## src/rtl/run_pattern_tx.sv

```systemverilog
// Serial run-length pattern transmitter: replays (bit, length) commands on w
// and predicts the run detector's output on z_exp.
module run_pattern_tx #(
  parameter int LEN_W   = 4,
  parameter int RUN_DET = 4
) (
  input  logic             Clk,
  input  logic             Resetn,
  input  logic             cmd_valid,
  input  logic             cmd_bit,
  input  logic [LEN_W-1:0] cmd_len,
  output logic             cmd_ready,
  output logic             w,
  output logic             w_valid,
  output logic             z_exp,
  output logic             busy
);

  typedef enum logic {IDLE, SEND} state_t;

  localparam logic [3:0]       RUN_MAX = 4'(RUN_DET);
  localparam logic [LEN_W-1:0] REM_ONE = LEN_W'(1);

  state_t           state, state_n;
  logic [LEN_W-1:0] rem, rem_n;
  logic             w_n, w_valid_n;
  logic [3:0]       run_cnt, run_cnt_n;
  logic             last_bit, last_bit_n;
  logic             accept, load;

  assign busy      = (state == SEND);
  assign cmd_ready = (state == IDLE) || ((state == SEND) && (rem == REM_ONE));
  assign accept    = cmd_valid & cmd_ready;
  assign load      = accept & (cmd_len != '0);

  // A command accepted on the last bit of a run reloads in place, keeping w gapless.
  always_comb begin
    state_n   = state;
    rem_n     = rem;
    w_n       = w;
    w_valid_n = w_valid;
    case (state)
      IDLE: begin
        w_valid_n = 1'b0;
        if (load) begin
          state_n   = SEND;
          rem_n     = cmd_len;
          w_n       = cmd_bit;
          w_valid_n = 1'b1;
        end
      end
      SEND: begin
        rem_n     = rem - REM_ONE;
        w_valid_n = 1'b1;
        if (rem == REM_ONE) begin
          if (load) begin
            rem_n = cmd_len;
            w_n   = cmd_bit;
          end else begin
            state_n   = IDLE;
            w_valid_n = 1'b0;
          end
        end
      end
      default: state_n = IDLE;
    endcase
  end

  // Detector model: counts identical live bits across commands; a gap clears it.
  always_comb begin
    run_cnt_n  = 4'd0;
    last_bit_n = last_bit;
    if (w_valid_n) begin
      last_bit_n = w_n;
      if ((w_n == last_bit) && (run_cnt != 4'd0))
        run_cnt_n = (run_cnt >= RUN_MAX) ? RUN_MAX : run_cnt + 4'd1;
      else
        run_cnt_n = 4'd1;
    end
  end

  always_ff @(posedge Clk) begin
    if (!Resetn) begin
      state    <= IDLE;
      rem      <= '0;
      w        <= 1'b0;
      w_valid  <= 1'b0;
      z_exp    <= 1'b0;
      run_cnt  <= 4'd0;
      last_bit <= 1'b0;
    end else begin
      state    <= state_n;
      rem      <= rem_n;
      w        <= w_n;
      w_valid  <= w_valid_n;
      z_exp    <= (run_cnt == RUN_MAX);
      run_cnt  <= run_cnt_n;
      last_bit <= last_bit_n;
    end
  end

endmodule

```

## config.mk

```make
export PLATFORM = sky130hd
export DESIGN_NAME = run_pattern_tx
export DESIGN_NICKNAME = d
export VERILOG_FILES = /design/src/rtl/run_pattern_tx.sv
export SDC_FILE = /design/constraint.sdc
export NUM_CORES = 1
export LEC_CHECK = 0
export CELL_PAD_IN_SITES_DETAIL_PLACEMENT = 0
export CELL_PAD_IN_SITES_GLOBAL_PLACEMENT = 1
export CORE_ASPECT_RATIO = 1.1
export CORE_MARGIN = 1
export CORE_UTILIZATION = 37
export DETAILED_ROUTE_END_ITERATION = 16
export MAX_ROUTING_LAYER = met4
export PLACE_DENSITY = 0.84
export SETUP_SLACK_MARGIN = 0.4
export SLEW_MARGIN = 40
export SYNTH_ARGS = -nofsm -noshare
export SYNTH_HDL_FRONTEND = slang
export SYNTH_SLANG_ARGS = --single-unit
export TNS_END_PERCENT = 100
```

## constraint.sdc

```tcl
create_clock -name Clk -period 2.1 [get_ports Clk]
set_clock_uncertainty 0.15 [all_clocks]
set_input_delay 0.42 -clock Clk [delete_from_list [all_inputs] [get_ports Clk]]
set_output_delay 0.42 -clock Clk [all_outputs]
set_load 0.02 [all_outputs]
```

# Word-level counts from Yosys, hierarchy flattened
# Index checks and enable logic that the tools add are counted.
[op_classes]
n_addsub = 2
magnitude_cmp = 1
eq_ne = 4
n_mux = 12
bitwise_logic = 6
reduce_logical = 8
[op_table]
columns = ["operator", "count"]
rows = [
  ["2-to-1 mux 4 bit", 3],
  ["one-hot mux 4 bit (2 select lines)", 1],
  ["nonzero test 4 bit", 2],
  ["2-to-1 mux 1 bit", 5],
  ["adder 4 x 1 -> 4 bit, second input constant", 1],
  ["equality test 4 x 1 -> 1 bit, second input constant", 1],
  ["equality test 4 x 3 -> 1 bit, second input constant", 1],
  ["greater-or-equal comparator 4 x 3 -> 1 bit, second input constant", 1],
  ["inverter 1 bit", 4],
  ["one-hot mux 1 bit (2 select lines)", 2],
  ["OR reduction 4 bit", 1],
  ["subtractor 4 x 1 -> 4 bit, second input constant", 1],
  ["2-to-1 mux 3 bit", 1],
  ["AND reduction 3 bit", 1],
  ["AND 1 bit", 2],
  ["logical AND 1 bit", 2],
  ["!= test 2 bit, second input constant", 1],
  ["AND reduction 2 bit", 1],
  ["equality test 1 bit", 1],
  ["logical OR 1 bit", 1],
]
[totals]
regBits = 12
in_bits = 8
out_inout_bits = 5
word_cells = 41

# Longest topological paths before layout
[depth]
depth_word = 12
depth_mapped = 7
ltp_nobuf = 6

# Worst setup path after synthesis
# Ideal clock, no wire load.
[synth_path]
kind = "flip-flop to flip-flop"
from = "register rem[1]"
to = "register run_cnt[2]"
setup_time_ns = 0.116
arrival_ns = 1.572
required_time_ns = 1.834
setup_slack_ns = 0.263
path_stages_with_launch = 8
n_path_buf = 1
synth_period_minus_slack_ns = 1.837
cell_sequence = "dfxtp_1 > inv_1 > ha_1 > or3b_1 > buf_6 > and3_1 > o32a_1 > and3_1"
[synth_between]
elab_chain_len = 11
word_cells_on_any_way = 14
classes_between = "2 x eq/ne; 6 x mux; 2 x bitwise; 4 x reduce/logical"
[synth_rtl]
columns = ["element", "line_no", "source"]
rows = [
  ["from (decl)", "25", "logic [LEN_W-1:0] rem, rem_n;"],
  ["from (signal assigned)", "93", "rem <= rem_n;"],
  ["equality test 4 x 1 -> 1 bit (*)", "32, 55", ""],
  ["logical AND 1 bit", "32", "assign cmd_ready = (state == IDLE) || ((state == SEND) && (rem == REM_ONE));"],
  ["logical OR 1 bit", "32", ""],
  ["AND 1 bit", "33", "assign accept = cmd_valid & cmd_ready;"],
  ["AND 1 bit", "34", "assign load = accept & (cmd_len != '0);"],
  ["2-to-1 mux 1 bit", "45, 56", ""],
  ["2-to-1 mux 1 bit", "55", "if (rem == REM_ONE) begin"],
  ["one-hot mux 1 bit (2 select lines)", "42", "case (state)"],
  ["equality test 1 bit", "75", "if ((w_n == last_bit) && (run_cnt != 4'd0))"],
  ["logical AND 1 bit", "75", ""],
  ["AND reduction 3 bit (no source line) (*)", "n/a", ""],
  ["to (signal assigned)", "97", "run_cnt <= run_cnt_n;"],
  ["to (decl)", "27", "logic [3:0] run_cnt, run_cnt_n;"],
]
# Mark *: on every way between the ends. The rest lies on a longest branch, timed or not.
# A chain may end at the register's enable or synchronous reset.

# Worst setup path in the final report
[layout_path]
from = "register rem[1]"
to = "output port cmd_ready"
[layout_between]
elab_chain_len = 3
[layout_rtl]
columns = ["element", "line_no", "source"]
rows = [
  ["equality test 4 x 1 -> 1 bit", "32", ""],
  ["logical AND 1 bit", "32", ""],
  ["logical OR 1 bit", "32", ""],
  ["to (decl)", "12", "output logic cmd_ready,"],
]
# Every way passes these cells.

==> flow_summary.html <==
<table>
<tr><th>Metric</th><th>Value</th></tr>
<tr><th colspan="2">Run status</th></tr>
<tr><td>Status</td><td>completed</td></tr>
<tr><th colspan="2">Floorplanning</th></tr>
<tr><td>Height of the die</td><td>48.49 um</td></tr>
<tr><td>Die area</td><td>0.002146 mm2</td></tr>
<tr><td>Initial core utilization</td><td>39.90%</td></tr>
<tr><td>Boundary pin count</td><td>13</td></tr>
<tr><td>Placeable core area</td><td>0.001822 mm2</td></tr>
<tr><td>Standard-cell rows</td><td>16</td></tr>
<tr><td>Die span in x</td><td>44.26 um</td></tr>
<tr><th colspan="2">Worst setup path</th></tr>
<tr><td>Worst setup path endpoint</td><td>cmd_ready</td></tr>
<tr><td>Buffers and inverters on the worst path</td><td>2</td></tr>
<tr><td>Levels on crit path</td><td>5</td></tr>
<tr><td>CP Launch Type</td><td>flip-flop</td></tr>
<tr><td>Largest fanout on the critical path</td><td>2</td></tr>
<tr><td>Top cell family by delay on the critical path</td><td>simple AND/OR/NAND/NOR gates</td></tr>
<tr><td>Type of the worst setup path</td><td>reg2out</td></tr>
<tr><td>Cell breakdown of the critical path</td><td>inv_2 -&gt; ha_1 -&gt; or3b_4 -&gt; nand2_2 -&gt; buf_6</td></tr>
<tr><td>Arrival time reported for the critical path endpoint</td><td>1.36 ns</td></tr>
<tr><td>Slowest library cell on the worst path</td><td>sky130_fd_sc_hd__or3b_4</td></tr>
<tr><td>Worst r2r dst</td><td>run_cnt[1]</td></tr>
<tr><td>Worst setup path startpoint</td><td>rem[1]</td></tr>
<tr><td>Highest cell delay on the worst timing path</td><td>0.39 ns</td></tr>
<tr><td>Category of the worst setup path capture point</td><td>output port</td></tr>
<tr><td>Critical Path RT</td><td>1.53 ns</td></tr>
<tr><td>Crit Reg-Reg Startpoint</td><td>rem[1]</td></tr>
<tr><td>Cell count of the worst reg-to-reg path</td><td>7</td></tr>
<tr><td>R2r setup slk</td><td>0.18 ns</td></tr>
<tr><th colspan="2">Timing</th></tr>
<tr><td>Portion of the clock cycle consumed by the worst path in the final layout</td><td>91.99%</td></tr>
<tr><td>Unrepaired setup endpoints after global routing</td><td>true</td></tr>
<tr><td>Upper clock frequency limit</td><td>517.6 MHz</td></tr>
<tr><td>Final-report hold violation count</td><td>0</td></tr>
<tr><td>Hold Slack</td><td>0.3035 ns</td></tr>
<tr><td>Time the worst path needs with I/O delays and setup</td><td>1.932 ns</td></tr>
<tr><td>Post-route setup TNS</td><td>0 ns</td></tr>
<tr><td>Max Transition Viols Final</td><td>0</td></tr>
<tr><td>Setup-violating endpoint count in the final report</td><td>0</td></tr>
<tr><th colspan="2">Power and ir drop</th></tr>
<tr><td>Power Total</td><td>664.6 uW</td></tr>
<tr><td>Leak Pwr</td><td>0.0004685 uW</td></tr>
<tr><td>Worst voltage drop across the vdd grid</td><td>445.8 uV</td></tr>
<tr><td>Power per cell area</td><td>636.1 mW/mm2</td></tr>
<tr><th colspan="2">Drt</th></tr>
<tr><td>First-pass detailed-route iteration total</td><td>4</td></tr>
<tr><td>Number of DRC violations after detailed-routing iteration 0</td><td>8</td></tr>
<tr><td>Avg WL per Cell</td><td>12.67 um</td></tr>
<tr><td>Sum of routed wire length over all layers</td><td>1774 um</td></tr>
<tr><td>Via/cell ratio</td><td>5.100</td></tr>
<tr><td>Antenna-violating nets left</td><td>0</td></tr>
<tr><td>Total via count after detailed routing</td><td>714</td></tr>
<tr><td>Drc violations</td><td>0</td></tr>
<tr><th colspan="2">Layout</th></tr>
<tr><td>Register area</td><td>241.5 um2</td></tr>
<tr><td>Post-route cell area</td><td>0.001045 mm2</td></tr>
<tr><td>Layout cells sized above 1</td><td>34.51%</td></tr>
<tr><td>Antenna Diode Count</td><td>0</td></tr>
<tr><td>Layout net count</td><td>126</td></tr>
<tr><td>Multi-input gate area in the final layout</td><td>452.9 um2</td></tr>
<tr><td>Number of fill cells</td><td>181</td></tr>
<tr><td>Post-Route Utilization</td><td>57.35%</td></tr>
<tr><td>Area growth syn-to-layout</td><td>43.72%</td></tr>
<tr><th colspan="2">Placement</th></tr>
<tr><td>Routability congestion estimate</td><td>0.7642</td></tr>
<tr><td>DPL Wire Length</td><td>1299 um</td></tr>
<tr><td>Post-DP Area</td><td>938.4 um2</td></tr>
<tr><td>Port-buffer cells</td><td>12</td></tr>
<tr><th colspan="2">Global routing</th></tr>
<tr><td>Grt total ovfl</td><td>0</td></tr>
<tr><td>Number of antenna violations at the first check in global routing</td><td>0</td></tr>
<tr><td>First-pass GRT wire length</td><td>3201 um</td></tr>
<tr><td>All-layer global routing usage</td><td>20.69%</td></tr>
<tr><td>Largest net degree at the start of global routing</td><td>14</td></tr>
<tr><td>Vias in the first global route</td><td>723</td></tr>
<tr><th colspan="2">Clock tree</th></tr>
<tr><td>Number of buffers added by the clock tree synthesis step</td><td>3</td></tr>
<tr><td>Clock input transition at the sequential cells of the worst setup and hold paths</td><td>0.07 ns</td></tr>
<tr><td>Clock latency reported for the late side of the worst-skew pair</td><td>0.28 ns</td></tr>
<tr><td>Clock root buffer</td><td>sky130_fd_sc_hd__clkbuf_4</td></tr>
<tr><td>TritonCTS clock tree</td><td>built</td></tr>
<tr><td>Total clock sinks</td><td>12</td></tr>
<tr><td>H-tree depth</td><td>1</td></tr>
<tr><td>CTS max path bufs</td><td>2</td></tr>
<tr><th colspan="2">Yosys</th></tr>
<tr><td>Predominant post-synthesis flop cell</td><td>sky130_fd_sc_hd__dfxtp_1</td></tr>
<tr><td>Flop and latch count out of synthesis</td><td>12</td></tr>
<tr><td>Number of synthesized flops with an enable pin</td><td>0</td></tr>
<tr><td>Synthesized instance count</td><td>83</td></tr>
<tr><td>Post-Syn Area per Cell</td><td>8.758 um2</td></tr>
<tr><td>Area of the mapped netlist</td><td>726.9 um2</td></tr>
<tr><td>Syn nets</td><td>95</td></tr>
<tr><td>Sequential cell area fraction in the yosys report</td><td>33.05%</td></tr>
<tr><td>Async set or reset register ratio after synthesis</td><td>0%</td></tr>
<tr><td>Count of unique library cells instantiated by Yosys</td><td>32</td></tr>
<tr><td>Count of warnings emitted by yosys</td><td>0</td></tr>
<tr><th colspan="2">Run</th></tr>
<tr><td>Max-cap viol count</td><td>0</td></tr>
<tr><th colspan="2">Min path</th></tr>
<tr><td>Worst min path class</td><td>reg2reg</td></tr>
</table>
state kept, by name, indices dropped and copies added (netlist names):
register	flops
run_cnt	4
last_bit	1
busy	1
rem	4
z_exp	1
w	1
how the worst min path moves through the flow:
stage / cells past startpoint / from / to
final: 1 / run_cnt[3] / z_exp
after global routing: 1 / run_cnt[3] / z_exp
after CTS: 1 / run_cnt[3] / z_exp
after detailed placement: 1 / run_cnt[3] / z_exp
after global placement: 1 / run_cnt[3] / z_exp
after floorplan: 1 / run_cnt[3] / z_exp
worst register-to-register path: cells and delay by family (launching register included):
family / cells / cell delay [ns]
flops: 1 / 0.33
fa+ha+maj: 1 / 0.12
compound gates: 1 / 0.30
buf+inv: 2 / 0.21
simple gates: 3 / 0.73
report_power, final:
part	switching [uW]	total (uW)	internal, uW
Sequential	15.4	263	248
Clock	78.0	184	106
Combinational	106	218	111
cells in the mapped netlist (2+ instances only):
cell type                  count  area, um2
sky130_fd_sc_hd__nor3_1        3      15.01
sky130_fd_sc_hd__and3_1        3      18.77
sky130_fd_sc_hd__mux2i_1       2      20.02
sky130_fd_sc_hd__o211ai_1      2      15.01
sky130_fd_sc_hd__a21oi_1       2      10.01
sky130_fd_sc_hd__a211oi_1      5      37.54
sky130_fd_sc_hd__o21ai_0       2      10.01
sky130_fd_sc_hd__nand2_1      11      41.29
sky130_fd_sc_hd__buf_6         2      22.52
sky130_fd_sc_hd__dfxtp_1      12      240.2
sky130_fd_sc_hd__nor4b_1       2      17.52
sky130_fd_sc_hd__nor2_1        5      18.77
sky130_fd_sc_hd__o21a_1        2      15.01
sky130_fd_sc_hd__ha_1          4      50.05
sky130_fd_sc_hd__inv_1         9      33.78
metrics by stage:
stage                     setup WS, ns  instances
after detailed placement       -0.1532        129
after global routing            0.1069        140
after floorplan                 0.2654         83
after global placement        -0.09785        129
final                           0.1681        140
after CTS                       0.1655        140
logic make-up after synthesis:
group	count (synthesis)	share of synthesized area [%]
compound gates	22	26.33
xor+xnor	1	1.205
fa+ha+maj	4	6.885
buf+inv	13	9.466
flops	12	33.05
mux	2	2.754
other cells	1	0.5159
simple gates	28	19.80
per-layer routing:
layer / global-route usage [%] / vias up / share of wire, %
met5: - / - / 0
met4: 9.596 / 0 / 3.2
met3: 5.597 / 6 / 4.5
met2: 35.29 / 18 / 52
met1: 21.35 / 341 / 41
li1: - / 349 / -
final cells by class:
| type | instances | share of cell area [%] |
|---|---|---|
| inverter | 9 | 3.234 |
| clock buffer | 4 | 3.473 |
| multi-input combinational | 58 | 43.35 |
| tap | 27 | 3.234 |
| sequential | 12 | 23.11 |
| timing repair buffer | 30 | 23.59 |
cell usage in the layout (no fill, tap or decap), drive strengths merged:
| cell | netlist | routed |
|---|---|---|
| a31oi | 1 | 1 |
| dfxtp | 12 | 12 |
| a2111oi | 1 | 1 |
| o32a | 1 | 1 |
| clkdlybuf4s50 | 0 | 2 |
| o41ai | 1 | 1 |
| o211ai | 2 | 2 |
| nor3 | 3 | 3 |
| a211oi | 5 | 5 |
| nor4b | 2 | 2 |
| nand2 | 11 | 11 |
| o211a | 1 | 1 |
| conb | 1 | 1 |
| o21a | 2 | 2 |
| mux2i | 2 | 2 |
| or3 | 1 | 1 |
| xor2 | 1 | 1 |
| a21oi | 3 | 3 |
| or3b | 1 | 1 |
| and2 | 1 | 1 |
| o31a | 1 | 1 |
| clkbuf | 0 | 7 |
| a21o | 1 | 1 |
| o21ai | 2 | 2 |
| and3 | 3 | 3 |
| ha | 4 | 4 |
| a31o | 1 | 1 |
| buf | 4 | 19 |
| dlygate4sd2 | 0 | 6 |
| inv | 9 | 9 |
| nor2 | 6 | 6 |
what timing repair did:
action	4_1_cts	5_1_grt
setup buffers	6	0
pin swaps	2	6
resized for setup	25	8
setup endpoints to repair	14	10
hold buffers	0	0
gates cloned	1	0
No activity file was read; power rests on OpenSTA's default activity.
==> edit 1 (same settings) <==
Change the parameter `LEN_W` from 4 to 2.
--- a/src/rtl/run_pattern_tx.sv
+++ b/src/rtl/run_pattern_tx.sv
@@ -2,5 +2,5 @@
 // and predicts the run detector's output on z_exp.
 module run_pattern_tx #(
-  parameter int LEN_W   = 4,
+  parameter int LEN_W   = 2,
   parameter int RUN_DET = 4
 ) (
Interface: changed (resized cmd_len); port bits go from 13 to 11. No check against the original RTL was run, so the function may have changed too.
==> edit 1 against the unedited design <==
- sequential cell count fell by 2
- design area fell by 33%
- power fell by 23%
- synthesized area fell by 29%
- global-route usage fell by 4.6 points
- routed wire length fell by 42%
- worst setup slack improved by 0.15 ns
- final cell count fell by 39%
- critical path type unchanged
- largest cell class unchanged
==> edit 1: results <==
outcome:
  status: "completed"
sta:
  hold_ws_ns: 0.3850
power:
  p_leak_nw: 0.2922
  switchingPower_w: 0.0001447
  peakVddDrop_v: 0.0003382
route:
  dr.pass1.iters: 4
  wl_per_cell_um: 12.06
  drt_iter0_drc: 9
  vias_per_cell: 5.294
layout:
  top_regs: "run_cnt (4), rem (2)"
  layout.nets: 80
  nFillCells: 133
  n_antenna_cell: 0
  drive_gt1_share_pct: 31.43
  largest_register_ffs: 4
setup_path:
  r2r-start: "rem[0]"
  rr_worst_depth: 5
  r2r_end: "run_cnt[0]"
  cp-startpoint: "rem[1]"
  worstPathArrival_ns: 1.22
  r2r_slack_ns: 0.50
  crit_fanout: 3
worst_hold_path:
  hp-class: "register to register"
  worstHoldEndpoint: "w"
  hp-start: "w"
  min_path_cells: 2
synth:
  ys_warn_count: 0
  syn_nets: 62
  synth_seq_area_share_pct: 38.55
  synthTopCellsByArea: "dfxtp_1 39%, ha_1 7.2%, nand2b_1 4.8%, inv_1 2.9%, nor4b_2 2.9%"
  synth_commonest_cells: "10 x dfxtp_1, 4 x inv_1, 4 x nand2b_1"
  synth_cell_types: 30
cts:
  cts.clk_slew.worst_paths_ns: 0.07
  cts-buffers-inserted: 3
  clockBufferDepth: 2
  clk_latency_ns: 0.28
global_route:
  grt_pass1_vias: 375
  grt_usage_pct: 16.13
  grt_pass1_wl_um: 1593
  grt_max_degree: 9
place:
  numPortBuffers: 10
  place_congestion: 0.7041
  dpl.hpwl_um: 688.6
## edit 1: kinds of logic (layout without fill, tap and decap cells)
logic type,after synthesis,in the layout,share of synthesized area (%)
buffers and inverters,6,23,5.543
flip-flops,10,10,38.55
AO/OA/AOI/OAI,14,14,23.13
adder cells (fa/ha/maj),3,3,7.230
AND/OR/NAND/NOR,18,18,23.13
XOR/XNOR,1,1,1.687
other,1,1,0.7222
## edit 1: how the worst max path moves through the flow
stage	endpoint	slack [ns]	cells past startpoint
global placement	cmd_ready	0.14	5
CTS	cmd_ready	0.24	5
detailed placement	cmd_ready	0.13	5
finish	cmd_ready	0.31	5
floorplan	run_cnt[2]	0.63	5
global route	cmd_ready	0.28	5
## edit 1: final cells by class
class | instances | area, µm² | area share [%]
multi-input cells | 37 | 292.8 | 41.86
repair buffers | 14 | 126.4 | 18.07
inverters | 5 | 23.77 | 3.399
clock buffers | 4 | 36.28 | 5.188
well taps | 15 | 18.77 | 2.683
flip-flops and latches | 10 | 201.4 | 28.80
## edit 1: through the flow
stage | instance area, µm² | setup slack [ns] | std cells
final | 699.4 | 0.3150 | 85
after global routing | 699.4 | 0.2765 | 85
after CTS | 664.4 | 0.2396 | 82
after detailed placement | 630.6 | 0.1274 | 77
after global placement | 630.6 | 0.1441 | 77
after floorplan | 519.2 | 0.6277 | 53
## edit 1: power groups by stage
stage / sequential [W] / clock [W] / combinational (W)
2_1_floorplan: 0.000221 / 0 / 0.0000682
3_3_place_gp: 0.000219 / 0 / 0.000104
3_5_place_dp: 0.000219 / 0 / 0.000105
4_1_cts: 0.000215 / 0.000182 / 0.000104
5_1_grt: 0.000218 / 0.000191 / 0.000130
6_report: 0.000216 / 0.000181 / 0.000117
## edit 1: timing repair
item | CTS | global route
resized for setup | 8 | 6
endpoints found under the setup margin | 5 | 1
setup buffers | 1 | 3
pin swaps | 0 | 0
hold endpoints to repair | 0 | 0
## edit 1: worst max-delay path, cell delays in order (launching register included)
cell     delay (ns)
dfxtp_2        0.33
inv_2          0.03
ha_2           0.15
and2b_4        0.27
inv_6          0.04
buf_6          0.12
## edit 1: per-layer routing
metal / part of all wire (%) / global-route usage, % / vias up
met4: 2.5 / 13.39 / 0
met2: 50 / 24.14 / 7
met3: 2.7 / 3.191 / 4
met5: 0 / - / -
li1: - / - / 223
met1: 45 / 19.02 / 216
==> edit 2 (same settings) <==
Made on the original files. Reset style: asynchronous (`Resetn`), changed in one clocked block.
--- a/src/rtl/run_pattern_tx.sv
+++ b/src/rtl/run_pattern_tx.sv
@@ -80,5 +80,5 @@
   end
 
-  always_ff @(posedge Clk) begin
+  always_ff @(posedge Clk or negedge Resetn) begin
     if (!Resetn) begin
       state    <= IDLE;
Behaviour: differs if Resetn is asserted again (counterexample within 4 cycles, from zero or initial values and one cycle with Resetn low); with Resetn held inactive, the same outputs for 10 cycles.
==> edit 2 against the unedited design <==
- synthesized area is 4.5% lower
- maximum frequency shrank 5.5%
- worst setup slack worse by 0.11 ns
- critical path depth stayed put
- core utilization grew 6.6 points
- routed wire length is 10% higher
- design area is 7.8% higher
- sequential cell count stayed put
Power is not compared: it rests on default switching activity, and its combinational part moved more than twofold at a synthesized area within 25%.
==> edit 2: results <==
outcome:
  status: "completed"
place:
  dp_slack_ns: -0.1276
  dpl_cell_area_um2: 953.4
  place_congestion: 0.8499
  dpl.hpwl_um: 1171
  place_inst: 111
layout:
  nFillCells: 144
  buffers: 35
  drive_gt1_share_pct: 41.51
  clk_share_pct: 3.222
  regArea_um2: 300.3
  layout.nets: 119
  buffer_area_share_pct: 26.00
  multiInputGateArea_um2: 451.7
  inverters: 6
  multi_input_cells: 49
  seq_share_pct: 26.67
route:
  wl_per_cell_um: 15.80
  drt_iter0_drc: 22
  via_count: 708
  vias_per_cell: 5.710
global_route:
  grt_pass1_vias: 613
  grt_max_degree: 13
  grt_pass1_wl_um: 2587
  grt_usage_pct: 17.95
synth:
  ys_warn_count: 0
  synthMuxAreaShare_pct: 1.622
  ys_dominant_reg_cell: "dfrtp_1"
  syn_nets: 81
  syn_avg_cell_area_um2: 10.06
  synth_seq_area_share_pct: 43.24
  synthTopCellsByArea: "dfrtp_1 43%, ha_1 7.2%, o41ai_4 4.0%, nand2_1 3.8%, o21ai_0 3.6%"
  yosys.area_share.adder_pct: 7.207
  synth_compound_area_share_pct: 27.03
  synth_cell_types: 30
  synth_commonest_cells: "12 x dfrtp_1, 7 x nand2_1, 6 x inv_1"
  async_flop_share_pct: 100.0
  synth_xor_xnor_area_share_pct: 1.261
floorplanning:
  dieArea_um2: 2054
cts:
  clk_latency_ns: 0.29
  postCtsSetupRepairBufs: 3
  cts.clk_slew.worst_paths_ns: 0.09
  cts_resized: 21
power:
  fin_total_pwr_w: 0.001496
worst_hold_path:
  hp-class: "register to register"
setup_path:
  worstPathArrival_ns: 1.47
  crit_slowest_cell: "dfrtp_1"
  critical_path.max_stage_delay_ns: 0.40
[edit 2: metal layers]
layer	GRT usage (%)	wire, µm	vias to the layer above
met5	-	0	-
met4	6.667	45	0
met3	4.528	90	6
met2	29.85	1020	29
met1	21.31	803	346
li1	-	-	327
[edit 2: cell families after synthesis]
logic type               after synthesis
AO/OA/AOI/OAI                         23
XOR/XNOR                               1
adder cells (fa/ha/maj)                4
buffers and inverters                  8
flip-flops                            12
multiplexers                           1
other                                  1
AND/OR/NAND/NOR                       19
[edit 2: path summary, 6_finish.rpt]
path	depth (start not counted)	to	slack, ns	start
max	5	cmd_ready	0.06	rem[1]
min	1	z_exp	0.27	run_cnt[3]
max reg2reg	7	run_cnt[1]	0.11	rem[1]
min reg2reg	1	z_exp	0.27	run_cnt[3]
max in group asynchronous	1	last_bit	1.10	Resetn
min in group asynchronous	1	busy	0.33	Resetn
